<file path="src/rtl/mpy_seq.sv">
// ---------------------------------------------------------------------------
// mpy_seq
//   Sequential shift-add multiplier. One 2*WIDTH-bit accumulator is iterated
//   once per multiplier bit (LSB first), so a product takes exactly WIDTH
//   cycles after the operands are accepted. Operands may be treated as
//   unsigned or two's-complement, selected per operation by signed_mode.
//   Valid/ready handshakes on both the operand and the result side.
//
// Parameters
//   WIDTH        operand width in bits (>= 2); product is 2*WIDTH bits
//
// Ports
//   clk          rising-edge clock
//   rst          asynchronous active-high reset
//   in_valid     operands a/b/signed_mode are presented
//   in_ready     block can accept operands this cycle (combinational)
//   a            multiplicand
//   b            multiplier
//   signed_mode  1 = two's-complement operands, 0 = unsigned
//   out_valid    product is valid
//   out_ready    consumer takes the product this cycle
//   product      full-width a*b
//   busy         high while the multiply is iterating
// ---------------------------------------------------------------------------
`timescale 1ns/1ps

module mpy_seq #(
   parameter int WIDTH = 8
) (
   input  logic                 clk,
   input  logic                 rst,
   input  logic                 in_valid,
   output logic                 in_ready,
   input  logic [WIDTH-1:0]     a,
   input  logic [WIDTH-1:0]     b,
   input  logic                 signed_mode,
   output logic                 out_valid,
   input  logic                 out_ready,
   output logic [2*WIDTH-1:0]   product,
   output logic                 busy
);

   localparam int CW = $clog2(WIDTH);
   localparam logic [CW-1:0] LAST_BIT = CW'(WIDTH - 1);

   typedef enum logic [1:0] {
      IDLE = 2'd0,
      CALC = 2'd1,
      DONE = 2'd2
   } state_t;

   state_t               r_state;
   logic [2*WIDTH-1:0]   r_mcand;
   logic [WIDTH-1:0]     r_mult;
   logic                 r_signed;
   logic [2*WIDTH-1:0]   r_acc;
   logic [CW-1:0]        r_count;
   logic [2*WIDTH-1:0]   r_product;
   logic                 r_outValid;
   logic                 r_busy;

   logic                 w_accept;
   logic                 w_lastBit;
   logic [2*WIDTH-1:0]   w_mcandExt;
   logic [2*WIDTH-1:0]   w_term;
   logic [2*WIDTH-1:0]   w_accNext;

   // A new operation can start from IDLE, or from DONE on the very edge the
   // consumer takes the previous product, so back-to-back ops lose no cycle.
   assign in_ready = (r_state == IDLE) || ((r_state == DONE) && out_ready);
   assign w_accept = in_valid && in_ready;

   // The multiplicand is widened once at accept time; in signed mode the
   // sign extension makes the modulo-2^(2W) partial sums come out right.
   assign w_mcandExt = signed_mode ? {{WIDTH{a[WIDTH-1]}}, a}
                                   : {{WIDTH{1'b0}}, a};

   // r_mcand already holds mcand<<i and r_mult[0] is multiplier bit i.
   // In two's complement the top multiplier bit carries negative weight,
   // so in signed mode its partial product is subtracted instead of added.
   assign w_lastBit = (r_count == LAST_BIT);
   assign w_term    = r_mult[0] ? r_mcand : '0;
   assign w_accNext = (w_lastBit && r_signed) ? (r_acc - w_term)
                                              : (r_acc + w_term);

   // Single control FSM with all outputs registered. Operands are latched
   // on accept so later changes on a/b/signed_mode cannot disturb the op.
   always_ff @(posedge clk or posedge rst) begin
      if (rst) begin
         r_state    <= IDLE;
         r_mcand    <= '0;
         r_mult     <= '0;
         r_signed   <= 1'b0;
         r_acc      <= '0;
         r_count    <= '0;
         r_product  <= '0;
         r_outValid <= 1'b0;
         r_busy     <= 1'b0;
      end else begin
         case (r_state)
            IDLE: begin
               if (w_accept) begin
                  r_mcand  <= w_mcandExt;
                  r_mult   <= b;
                  r_signed <= signed_mode;
                  r_acc    <= '0;
                  r_count  <= '0;
                  r_busy   <= 1'b1;
                  r_state  <= CALC;
               end
            end

            CALC: begin
               r_acc   <= w_accNext;
               r_mcand <= {r_mcand[2*WIDTH-2:0], 1'b0};
               r_mult  <= {1'b0, r_mult[WIDTH-1:1]};
               r_count <= r_count + CW'(1);
               if (w_lastBit) begin
                  r_product  <= w_accNext;
                  r_outValid <= 1'b1;
                  r_busy     <= 1'b0;
                  r_state    <= DONE;
               end
            end

            DONE: begin
               if (out_ready) begin
                  r_outValid <= 1'b0;
                  if (w_accept) begin
                     r_mcand  <= w_mcandExt;
                     r_mult   <= b;
                     r_signed <= signed_mode;
                     r_acc    <= '0;
                     r_count  <= '0;
                     r_busy   <= 1'b1;
                     r_state  <= CALC;
                  end else begin
                     r_state  <= IDLE;
                  end
               end
            end

            default: begin
               r_state    <= IDLE;
               r_outValid <= 1'b0;
               r_busy     <= 1'b0;
            end
         endcase
      end
   end

   assign out_valid = r_outValid;
   assign product   = r_product;
   assign busy      = r_busy;

endmodule

</file>
<file path="config.mk">
export PLATFORM = sky130hd
export DESIGN_NAME = mpy_seq
export DESIGN_NICKNAME = d
export VERILOG_FILES = /design/src/rtl/mpy_seq.sv
export SDC_FILE = /design/constraint.sdc
export NUM_CORES = 1
export LEC_CHECK = 0
export ABC_AREA = 1
export CELL_PAD_IN_SITES_DETAIL_PLACEMENT = 0
export CELL_PAD_IN_SITES_GLOBAL_PLACEMENT = 2
export CORE_MARGIN = 8
export CORE_UTILIZATION = 35
export CTS_BUF_LIST = sky130_fd_sc_hd__clkbuf_8
export CTS_CLUSTER_SIZE = 20
export DETAILED_ROUTE_END_ITERATION = 10
export PLACE_DENSITY_LB_ADDON = 0.15
export REMOVE_ABC_BUFFERS = 1
export SLEW_MARGIN = 10
export SYNTH_ARGS = -nofsm -noshare
export SYNTH_HDL_FRONTEND = slang
export SYNTH_SLANG_ARGS = --single-unit
export TNS_END_PERCENT = 5
</file>
<file path="constraint.sdc">
create_clock -name clk -period 3 [get_ports clk]
set_input_delay 0.75 -clock clk [delete_from_list [all_inputs] [get_ports clk]]
set_output_delay 0.75 -clock clk [all_outputs]
set_load 0.005 [all_outputs]
</file>
==> impl_metrics.tcl <==
set metrics [dict create \
    drtAntennaViolNets 0 \
    crit_path_start_kind "flip-flop" \
    synth_seq_cells 64 \
    setup_violations 0 \
    layout_common_cells "nand2_1, inv_1, dfrtp_1" \
    vias_per_cell 4.84 \
    arrival_ps 3020 \
    synth_top_flop_cell "dfrtp_1" \
    die_x_um 122 \
    drive_gt1_share_pct 11.9 \
    io_buffer_count 39 \
    clk_transition_reported_paths_ps 70 \
    drtIter0Drc 217 \
    wl_per_cell_um 14.1 \
    clk_latency_ps 370 \
    drv_slew 0 \
    fin_nets 581 \
    first_global_vias 3427 \
    vias 3323 \
    yosysSeqAreaShare_pct 41.0 \
    grt_pass1_wl_um 16700 \
    register_area_sq_um 1600 \
    synthToLayoutAreaGrowth_pct 21.4 \
    cp.required_ps 3260 \
    syn_avg_cell_area_sq_um 7.88 \
    num_rows 38 \
    min_path_type "flip-flop to flip-flop" \
    mostFrequentLayoutCell "nand2_1" \
    status "completed" \
    root_buffer "clkbuf_8" \
    worst_pin_slew_ps 542 \
    grt_start_max_net_pins 42 \
    gp_congestion 0.836 \
    fin_crit_sh_pct 92.0 \
    fin_crit_ps 2760 \
    final_hold_viol_count 0 \
    die_area_sq_um 14800 \
    ys_async_sr_fraction_pct 100 \
    grt-ovfl-total 0 \
    ys_warn_count 0 \
    n_antenna_cell 0 \
    synth-edff-count 0 \
    cts_htree_levels 3 \
    core_sq_um 10900 \
    cts_buffers 9 \
    place_hpwl_um 7350 \
    postLayoutCoreUtil_pct 43.6 \
    synth_area_sq_um 3910 \
    relSlewSlack_pct 63.8 \
    cts_tree "done" \
    initial_utilization_pct 35.9 \
    die_y_um 122 \
    endpoint_kind "flip-flop" \
    io_pins 40 \
    synth_cell_types 38 \
    grtUsageTotal_pct 14.5 \
    antenna_found_initial 0 \
    ctsHoldBuffers 0 \
    clock_sinks 64 \
    wl_um 9670 \
    nFillCells 1160 \
    fmax_mhz 362 \
    postSynthCellCount 496 \
    multi_input_area_sq_um 2020 \
    drv_cap 0 \
    timing_worst_setup_path_type "flip-flop to flip-flop" \
    drc 0 \
    worst-path-max-fanout 14 \
    skew_ps 7.38 \
    rsz0062_at_grt "true" \
    clock_path_buffers 2 \
    first_pass_iters 4 \
]
through the flow:
| stage | setup slack, ps | instance area [sq um] | hold slack [ps] | TNS (ps) | instances |
|---|---|---|---|---|---|
| after floorplan | 206 | 3790 | 449 | 0 | 480 |
| after global placement | 33.4 | 4450 | 462 | 0 | 670 |
| after detailed placement | 43.5 | 4450 | 466 | 0 | 670 |
| after CTS | 28.5 | 4650 | 482 | 0 | 686 |
| after global routing | -42.4 | 4740 | 508 | -72.8 | 686 |
| final | 241 | 4740 | 480 | 0 | 686 |
sequential cells by signal, summed over array words and instances (netlist names):
name / flops
r_acc: 16
busy: 1
product: 16
out_valid: 1
r_mult: 8
r_state: 2
r_count: 3
r_signed: 1
r_mcand: 16
metal layers:
layer	global-route usage (%)	vias up	wire, um
met5	0	-	0
met4	8.48	0	263
met3	3.79	20	397
met2	22.4	48	4440
met1	18.0	1539	4570
li1	-	1716	-
Yosys cell counts, drive strengths merged (2+ instances only):
library cell,number,share of area [%]
ha,18,5.8
buf,12,2.6
o21ai,20,2.9
a22o,2,0.45
xnor2,6,1.3
a21oi,19,2.7
nor2,23,2.9
nand4,6,0.96
or2,2,0.32
nor3,14,1.8
nand3b,6,1.2
o221ai,8,1.8
inv,67,6.4
clkbuf,4,0.38
dfrtp,64,41
a21o,3,0.58
nand2,154,15
a221oi,12,2.7
xor2,10,2.2
nand3,38,4.9
o22ai,2,0.32
kinds of logic (layout without fill, tap and decap cells):
kind of cell / count (synthesis) / after routing / synth area share, %
buffers and inverters: 83 / 133 / 9.38
xor gates and xnor gates: 16 / 16 / 3.59
adders and majority gates: 19 / 19 / 6.28
and+or+nand+nor: 243 / 243 / 27.3
DFF: 64 / 64 / 41.0
AOI/OAI and AO/OA: 70 / 70 / 12.2
muxes: 1 / 1 / 0.288
area by class of cell:
| cell class | count | area share [%] |
|---|---|---|
| Multi-Input combinational cell | 349 | 42.7 |
| Sequential cell | 64 | 33.8 |
| Timing Repair Buffer | 50 | 10.3 |
| Inverter | 67 | 5.30 |
| Tap cell | 140 | 3.69 |
| Clock buffer | 11 | 3.19 |
| Clock inverter | 5 | 1.03 |
worst paths after layout:
path	slack, ps	to	start	depth (start not counted)
worst max register to register	240	r_acc[15]$_DFFE_PP0P_	r_mult[0]$_DFFE_PP0P_	18
worst min register to register	480	product[2]$_DFFE_PP0P_	product[2]$_DFFE_PP0P_	2
min in group asynchronous	750	product[3]$_DFFE_PP0P_	rst	3
worst min-delay path	480	product[2]$_DFFE_PP0P_	product[2]$_DFFE_PP0P_	2
worst max-delay path	240	r_acc[15]$_DFFE_PP0P_	r_mult[0]$_DFFE_PP0P_	18
max in group asynchronous	1750	r_mult[0]$_DFFE_PP0P_	rst	3
timing repair:
action                                  CTS  global route
hold endpoints to repair                  0             0
endpoints found under the setup margin    0            16
buffers inserted                          0             0
resized for setup                         0            24
worst max-delay path: stages (launching register included):
cell and delay (ps):
dfrtp_2 470, buf_4 210, nand2_1 110, nand2_1 80, nor2_1 100, nand2_1 80
nand2_2 120, nand2_1 90, nor2_1 150, xor2_1 160, inv_1 80, ha_2 380
nand2_2 90, nor3_2 180, nand2_1 70, nand3_1 70, nand2_1 70, nand3_1 80
nand2_1 50
Power is not shown: default switching activity piles up to over one toggle a cycle in this logic, so the estimate is an artifact.
